## src/rtl/parking_gate_arbiter.sv

```systemverilog
// parking_gate_arbiter: one-gate entry/exit arbiter for a 4-spot lot with occupancy tracking
//   clk              system clock, rising edge
//   reset            asynchronous active-high reset
//   entry_req        car waiting at entry (level)
//   exit_req         car waiting at exit (level)
//   exit_pos         spot the exiting car leaves, valid with exit_req
//   car_passed       gate sensor, car cleared the barrier
//   gate_open        barrier open command (OPEN_ENTRY/OPEN_EXIT)
//   entry_grant      pulse in first cycle of an entry opening
//   exit_grant       pulse in first cycle of an exit opening
//   assigned_pos     spot assigned to the current/last entering car
//   parking_spots    occupancy bitmap, bit i set = spot i occupied
//   capacity         free spot count 0..4
//   full_led         capacity == 0
//   err_invalid_exit pulse while in IDLE with an exit request for an empty spot
//   timeout          pulse in the last open cycle when car_passed never came
module parking_gate_arbiter #(
    parameter int unsigned DOOR_CYCLES = 3
) (
    input  logic       clk,
    input  logic       reset,
    input  logic       entry_req,
    input  logic       exit_req,
    input  logic [1:0] exit_pos,
    input  logic       car_passed,
    output logic       gate_open,
    output logic       entry_grant,
    output logic       exit_grant,
    output logic [1:0] assigned_pos,
    output logic [3:0] parking_spots,
    output logic [2:0] capacity,
    output logic       full_led,
    output logic       err_invalid_exit,
    output logic       timeout
);
    typedef enum logic [1:0] {IDLE, OPEN_ENTRY, OPEN_EXIT, CLOSING} state_t;
    state_t     state, state_d;
    logic [7:0] cnt, cnt_d;
    logic [3:0] spots_d;
    logic [2:0] cap_d;
    logic [1:0] apos_d, xpos, xpos_d, free_pos;
    logic       rr_exit, rr_exit_d;
    logic       idle, open, entry_ok, exit_ok, grant_entry, grant_exit;
    assign idle        = state == IDLE;
    assign open        = state == OPEN_ENTRY || state == OPEN_EXIT;
    assign gate_open   = open;
    assign full_led    = capacity == 3'd0;
    assign entry_ok    = entry_req & ~full_led;
    assign exit_ok     = exit_req & parking_spots[exit_pos];
    // rr_exit set means exit wins a tie; it always points away from the last grant
    assign grant_exit  = idle & exit_ok & (~entry_ok | rr_exit);
    assign grant_entry = idle & entry_ok & ~grant_exit;
    assign err_invalid_exit = idle & exit_req & ~parking_spots[exit_pos];
    assign timeout     = open & ~car_passed & (cnt == 8'd1);
    assign free_pos    = ~parking_spots[0] ? 2'd0 : ~parking_spots[1] ? 2'd1 :
                         ~parking_spots[2] ? 2'd2 : 2'd3;
    always_comb begin
        state_d   = state;
        cnt_d     = cnt;
        spots_d   = parking_spots;
        apos_d    = assigned_pos;
        xpos_d    = xpos;
        rr_exit_d = rr_exit;
        case (state)
            IDLE: begin
                if (grant_exit) begin
                    state_d   = OPEN_EXIT;
                    cnt_d     = 8'(DOOR_CYCLES);
                    xpos_d    = exit_pos;
                    rr_exit_d = 1'b0;
                end else if (grant_entry) begin
                    state_d   = OPEN_ENTRY;
                    cnt_d     = 8'(DOOR_CYCLES);
                    apos_d    = free_pos;
                    rr_exit_d = 1'b1;
                end
            end
            OPEN_ENTRY, OPEN_EXIT: begin
                // commit has priority over the window expiring in the same cycle
                if (car_passed) begin
                    if (state == OPEN_ENTRY) spots_d[assigned_pos] = 1'b1;
                    else spots_d[xpos] = 1'b0;
                    state_d = CLOSING;
                end else if (cnt == 8'd1) begin
                    state_d = CLOSING;
                end else begin
                    cnt_d = cnt - 8'd1;
                end
            end
            default: state_d = IDLE;
        endcase
        cap_d = 3'd4 - 3'($countones(spots_d));
    end
    always_ff @(posedge clk or posedge reset) begin
        if (reset) begin
            state         <= IDLE;
            cnt           <= 8'd0;
            parking_spots <= 4'd0;
            capacity      <= 3'd4;
            assigned_pos  <= 2'd0;
            xpos          <= 2'd0;
            rr_exit       <= 1'b1;
            entry_grant   <= 1'b0;
            exit_grant    <= 1'b0;
        end else begin
            state         <= state_d;
            cnt           <= cnt_d;
            parking_spots <= spots_d;
            capacity      <= cap_d;
            assigned_pos  <= apos_d;
            xpos          <= xpos_d;
            rr_exit       <= rr_exit_d;
            entry_grant   <= grant_entry;
            exit_grant    <= grant_exit;
        end
    end
endmodule

```

## config.mk

```make
export PLATFORM = sky130hd
export DESIGN_NAME = parking_gate_arbiter
export DESIGN_NICKNAME = d
export VERILOG_FILES = /design/src/rtl/parking_gate_arbiter.sv
export SDC_FILE = /design/constraint.sdc
export NUM_CORES = 1
export LEC_CHECK = 0
export ABC_AREA = 1
export BUFFER_PORTS_ARGS = -buffer_cell sky130_fd_sc_hd__buf_2
export CAP_MARGIN = 5
export CORE_AREA = 2 2 60 62
export DETAILED_ROUTE_END_ITERATION = 7
export DIE_AREA = 0 0 62 64
export HOLD_SLACK_MARGIN = 0.06
export PLACE_DENSITY = 0.76
export SLEW_MARGIN = 20
export SYNTH_ARGS = -nofsm -noshare
export SYNTH_HDL_FRONTEND = slang
export SYNTH_SLANG_ARGS = --single-unit
```

## constraint.sdc

```tcl
create_clock -name clk -period 2.2 [get_ports clk]
set_input_delay 0.33 -clock clk [delete_from_list [all_inputs] [get_ports clk]]
set_output_delay 0.33 -clock clk [all_outputs]
set_load 0.01 [all_outputs]
```

# ---- Word level (Yosys, flattened, before mapping)
# Cells that the tools add are included.
dict set report classes {
  mux 24
  n_bitwise 19
  add_sub_neg 5
  n_eq_ne 7
  n_reduce_logical 13
  n_lt_le_gt_ge 5
}
# op count
set op_table {}
lappend op_table {{two-way mux 8 bit} 4}
lappend op_table {{case mux 8 bit (2 select lines)} 1}
lappend op_table {{two-way mux 2 bit} 6}
lappend op_table {{two-way mux 4 bit} 3}
lappend op_table {{AND 1 bit} 10}
lappend op_table {{less-than comparator 2 x 3 -> 1 bit, second input constant} 3}
lappend op_table {{== test 8 x 1 -> 1 bit, second input constant} 1}
lappend op_table {{subtractor 8 x 1 -> 8 bit, second input constant} 1}
lappend op_table {{two-way mux 1 bit} 6}
lappend op_table {{AND reduction 2 bit} 3}
lappend op_table {{inverter 1 bit} 5}
lappend op_table {{adder 1 x 1 -> 2 bit} 2}
lappend op_table {{AND 4 bit} 1}
lappend op_table {{demux 1 bit (select 2 bit)} 2}
lappend op_table {{greater-or-equal comparator 2 x 1 -> 1 bit, second input constant} 2}
lappend op_table {{!= test 2 bit, second input constant} 2}
lappend op_table {{inverter 4 bit} 1}
lappend op_table {{OR 4 bit} 1}
lappend op_table {{case mux 2 bit (2 select lines)} 1}
lappend op_table {{AND reduction 4 bit} 1}
lappend op_table {{nonzero test 2 bit} 2}
lappend op_table {{adder 2 x 2 -> 3 bit} 1}
lappend op_table {{zero test 3 bit} 1}
lappend op_table {{!= test 3 x 1 -> 1 bit, second input constant} 1}
lappend op_table {{11 further kinds} 12}
dict set report totals {
  output_inout_bits 15
  ff_bits 24
  wordCells 82
  in_bits 7
}

# ---- Logic depth before layout (Yosys ltp)
dict set report depth {
  depth_word 12
  ltp_mapped 10
  depth_no_buf 10
}

# ---- Worst setup path after synthesis
# No wires, ideal clock.
dict set report synth_timing {
  path_kind {register -> register}
  from {register state[0]}
  to {register capacity[1]}
  setup_slack_ns -0.207
  setup_time_ns 0.126
  stages_incl_launch_ff 10
  t_arrival_ns 2.281
  period_less_slack_ns 2.407
  required_ns 2.074
  n_path_buf 0
  path_cell_list {dfrtp_1 -> inv_1 -> ha_1 -> nand2_1 -> nor2_1 -> inv_1 -> o21ai_0 -> fa_1 -> ha_1 -> ha_1}
}
dict set report synth_between {
  elab_chain_len 7
  word_cells_on_any_way 10
  cone_classes {add/sub: 4; eq/ne: 2; mux: 3; reduce/logical: 1}
}
# item line_no
set synth_rtl {}
lappend synth_rtl {{from (decl)} 37} ;# state_t state, state_d;
lappend synth_rtl {{from (signal assigned)} 106} ;# state <= state_d;
lappend synth_rtl {{== test 2 x 1 -> 1 bit} {64, 81}}
lappend synth_rtl {{two-way mux 4 bit} 81} ;# if (state == OPEN_ENTRY) spots_d[assigned_pos] = 1'b1;
lappend synth_rtl {{two-way mux 4 bit} 80} ;# if (car_passed) begin
lappend synth_rtl {{two-way mux 4 bit *} 64} ;# case (state)
lappend synth_rtl {{adder 1 x 1 -> 2 bit (implied by the code)} 92} ;# cap_d = 3'd4 - 3'($countones(spots_d));
lappend synth_rtl {{adder 2 x 2 -> 3 bit (implied by the code) *} 92}
lappend synth_rtl {{subtractor 3 bit *} 92}
lappend synth_rtl {{named net cap_d[1]} 40} ;# logic [2:0] cap_d;
lappend synth_rtl {{to (signal assigned)} 109} ;# capacity <= cap_d;
lappend synth_rtl {{to (decl)} 31} ;# output logic [2:0] capacity,
# Mark *: on every way through the listed nets, which the timed path passes. The rest lies on a longest branch.
# A chain may end at the register's enable or synchronous reset.

# ---- Final worst setup path
dict set report layout_timing {
  from {register state[0]}
  to {register capacity[1]}
}
dict set report layout_between {
  elab_chain_len 7
  word_cells_on_any_way 10
  cone_classes {add/sub: 4; eq/ne: 2; mux: 3; reduce/logical: 1}
}
# item line_no
set layout_rtl {}
lappend layout_rtl {{== test 2 x 1 -> 1 bit} {64, 81}}
lappend layout_rtl {{two-way mux 4 bit} 81}
lappend layout_rtl {{two-way mux 4 bit} 80}
lappend layout_rtl {{two-way mux 4 bit *} 64}
lappend layout_rtl {{named net spots_d[2]} 39} ;# logic [3:0] spots_d;
lappend layout_rtl {{adder 1 x 1 -> 2 bit (implied by the code) *} 92}
lappend layout_rtl {{adder 2 x 2 -> 3 bit (implied by the code) *} 92}
lappend layout_rtl {{subtractor 3 bit *} 92}
lappend layout_rtl {{named net cap_d[1]} 40}
# Marks and branches as above.

==> metrics.md <==
| Metric | Value |
|---|---|
| P_sw | 1.383 mW |
| Die area | 3968 sq um |
| Port Buf Inserts | 21 |
| Initial DRT Pass Iterations | 4 |
| Leading post-synthesis cells by cell area | dfrtp_1 (39%), nand2_1 (10%), inv_1 (6.9%) |
| Clock Latency Late Sink | 330 ps |
| Maximum VDD drop | 0.6690 mV |
| Critical-path top delay cell | fa_1 |
| Die width | 62 um |
| Flop pwr share | 0.272 |
| Synthesized flop and latch total | 24 |
| Placed Area | 1629 sq um |
| Initial antenna violation count | 0 |
| R2r startpoint | state[0] |
| Worst slack, placed | -51.26 ps |
| Worst-path fanout max | 4 |
| FP Rows | 21 |
| Die H | 64 um |
| Post-Syn Instances | 164 |
| WL/cell | 11.75 um |
| Sw Ratio | 0.4637 |
| Arr. time, crit path | 2550 ps |
| Period utilization | 1.030 |
| Seq/Total Area, Yosys | 0.4258 |
| Crit path cell chain | inv_2 > ha_4 > nand2_4 > nor2_4 > nand2_1 > a32oi_2 > inv_2 > fa_1 > ha_4 > ha_4 |
| Total CTS buffers | 3 |
| Final Power | 2.983 mW |
| Clock Power Share | 0.109 |
| Via Count | 1125 |
| Slew Limit Fails | 0 |
| Int Pwr | 1.600 mW |
| GRT Resource Usage Total | 0.1504 |
| Leading area contributor after synthesis | dfrtp_1 |
| Largest net degree at the start of global routing | 18 |
| Failing checks | setup timing |
| CTS Sinks | 24 |
| Fraction of the mapped netlist area in simple logic gates | 0.2721 |
| Crit path max-delay family | adder cells |
| Compound-Gate Fraction of Synth Area | 0.09806 |
| Synth Area in Adders | 0.07597 |
| Ports | 22 |
| WP depth | 10 |
| Netlist Area Pre-Place | 1416 sq um |
| Max clock buf depth | 2 |
| Worst setup path endpoint | capacity[1] |
| Main combinational cell family by area after synthesis | simple AND/OR/NAND/NOR gates |
| H-tree depth | 1 |
| Maxcap violations | 0 |
| Cell mode on critical path | ha_4 |
| Post-Syn Nets | 179 |
| Layout cell share with drive strength beyond 1 | 0.3724 |
| Final layout net count | 212 |
| FF-to-FF End | capacity[1] |
| Detailed router's first-iteration violation count | 53 |
| R2r setup slk | -70 ps |
| Achievable clock frequency | 0.4413 GHz |
| Synth top area share | 0.3887 |
| Crit path required time | 2490 ps |
| Final setup fails | 1 |
| Worst min path class | in -> reg |
| Post-synthesis mux area share | 0 |
| Clock skew | 12.44 ps |
| CP Launch Point | state[0] |
| Synth warn | 0 |
| Worst-margin pin slew | 562.9 ps |
| XOR/XNOR share of the synthesized area | 0.03710 |
| Vias in the first global route | 1042 |
| Combinational share of power | 0.618 |
| CP startpoint kind | flop |
| Post-route ant nets | 0 |
| DRC | 0 |
| Core Area | 3284 sq um |
| RSZ-0062 raised after global routing | true |
| Post-route cell area | 1765 sq um |
| CTS tree | done |
| CTS clk-pin slew, worst paths | 150 ps |
| Cell Pwr Density | 1690 nW/um^2 |
| WS Path Type | reg -> reg |
| Critical Path Max Stage Delay | 510 ps |
| GPL Wtd Cong | 0.8056 |
| Ant diodes | 0 |
| Worst Reg-to-Reg Cells | 10 |
| Final Hold Fails | 0 |
| Syn avg cell area | 8.636 sq um |
| Worst Path Buf+Inv | 2 |
| Tmin final | 2266 ps |
| Clk root buf | clkbuf_4 |
| Post-DP HPWL | 2143 um |
| Area growth from synthesis to layout | 24.65% |
| Placed insts | 236 |
| Final worst setup slack | -66.00 ps |
| Non-Filler Instances | 242 |
| Static leakage | 0.9115 nW |
| Critical path endpoint category | flop |
| Global route total overflow | 0 |
| Count of cell types in the netlist | 26 |
| Starting Density | 0.4312 |
| Setup TNS Final | -66.00 ps |
| Max_slew headroom | 0.6207 |
| Vias per cell | 4.649 |
| Global-route wire length before repair | 4485 um |
| Outcome | finished, violations left |
| Routed WL | 2843 um |
-- placed cells by master (no fill, tap or decap) --
cell type,instances
nor2_1,10
clkbuf_4,3
buf_2,21
a21oi_1,4
fa_1,1
a32oi_2,2
nor3_1,1
buf_4,7
dlygate4sd3_1,1
and2_4,1
nand2_4,4
dfrtp_1,22
ha_4,4
nor2_2,2
o31ai_1,2
o21ai_0,4
inv_1,22
nor2_4,1
nand2_2,5
nand3_4,3
xor2_1,6
or2_2,3
nand2_1,36
ha_1,3
o21ai_2,6
nand3_1,8
o211ai_1,1
nand3_2,1
inv_2,7
bufinv_16,1
o21ai_1,2
dfstp_2,2
-- flip-flops by register name, summed over array words and instances, names as in the netlist --
name,count
cnt,8
parking_spots,4
capacity,3
assigned_pos,2
state,2
xpos,2
entry_grant,1
exit_grant,1
rr_exit,1
-- routing by layer --
layer / GRT usage / wire, um
met2: 0.2188 / 1354
met1: 0.2083 / 1339
met3: 0.02429 / 74
met5: 0 / 0
met4: 0.07979 / 75
-- synthesized netlist by cell type (all sizes together) --
master and n:
nand2 45, inv 29, dfrtp 22, nor2 13
nand3 12, o21ai 12, ha 7, xor2 6
a21oi 4, or2 3, a32oi 2, dfstp 2
o31ai 2, and2 1, buf 1, fa 1
nor3 1, o211ai 1
-- power by group through the flow --
stage | clock network [mW] | logic (mW) | registers (mW)
detailed placement | 0 | 1.65 | 0.807
CTS | 0.334 | 1.76 | 0.802
floorplan | 0 | 1.25 | 0.825
global placement | 0 | 1.62 | 0.803
global route | 0.360 | 2.06 | 0.828
finish | 0.327 | 1.84 | 0.813
-- layout make-up --
class                   count  area [sq um]
multi-input cells         110         775.7
repair buffers             29         167.7
clock buffers               3         22.52
well taps                  46         57.56
flip-flops and latches     24         603.1
fillers                   281          1519
inverters                  29         108.9
clock inverters             1         30.03
-- repair_timing --
item,CTS,global route
hold endpoints to repair,7,0
setup buffers,1,0
endpoints found under the setup margin,1,3
pin swaps,3,3
hold buffers,1,0
gates resized for setup,8,6
-- through the flow --
stage               utilization  hold slack, ps
floorplan                     -           343.1
global placement         0.4960           290.5
detailed placement       0.4960           294.9
CTS                      0.5303           273.3
global route             0.5375           297.0
finish                   0.5375           278.8
-- kinds of logic after synthesis --
family / after synthesis
simple gates: 75
buf+inv: 30
flops: 24
compound gates: 21
fa+ha+maj: 8
xor+xnor: 6
-- worst min-delay path by stage --
| stage | startpoint | to | slack (ps) | cells after the start |
|---|---|---|---|---|
| finish | exit_pos[1] | xpos[1] | 280 | 3 |
| floorplan | reset | assigned_pos[0] | 340 | 1 |
| global placement | reset | cnt[5] | 290 | 2 |
| detailed placement | reset | cnt[5] | 290 | 2 |
| global route | exit_pos[1] | xpos[1] | 300 | 3 |
| CTS | exit_pos[1] | xpos[1] | 270 | 3 |
-- worst register-to-register path: cells and delay by family (launching register included) --
kind / cells / cell delay [ps]
DFF: 1 / 410
AOI/OAI and AO/OA: 1 / 220
and+or+nand+nor: 3 / 250
buffers and inverters: 2 / 120
adders and majority gates: 4 / 1230
Note: power is estimated with default switching activity, not from simulation.
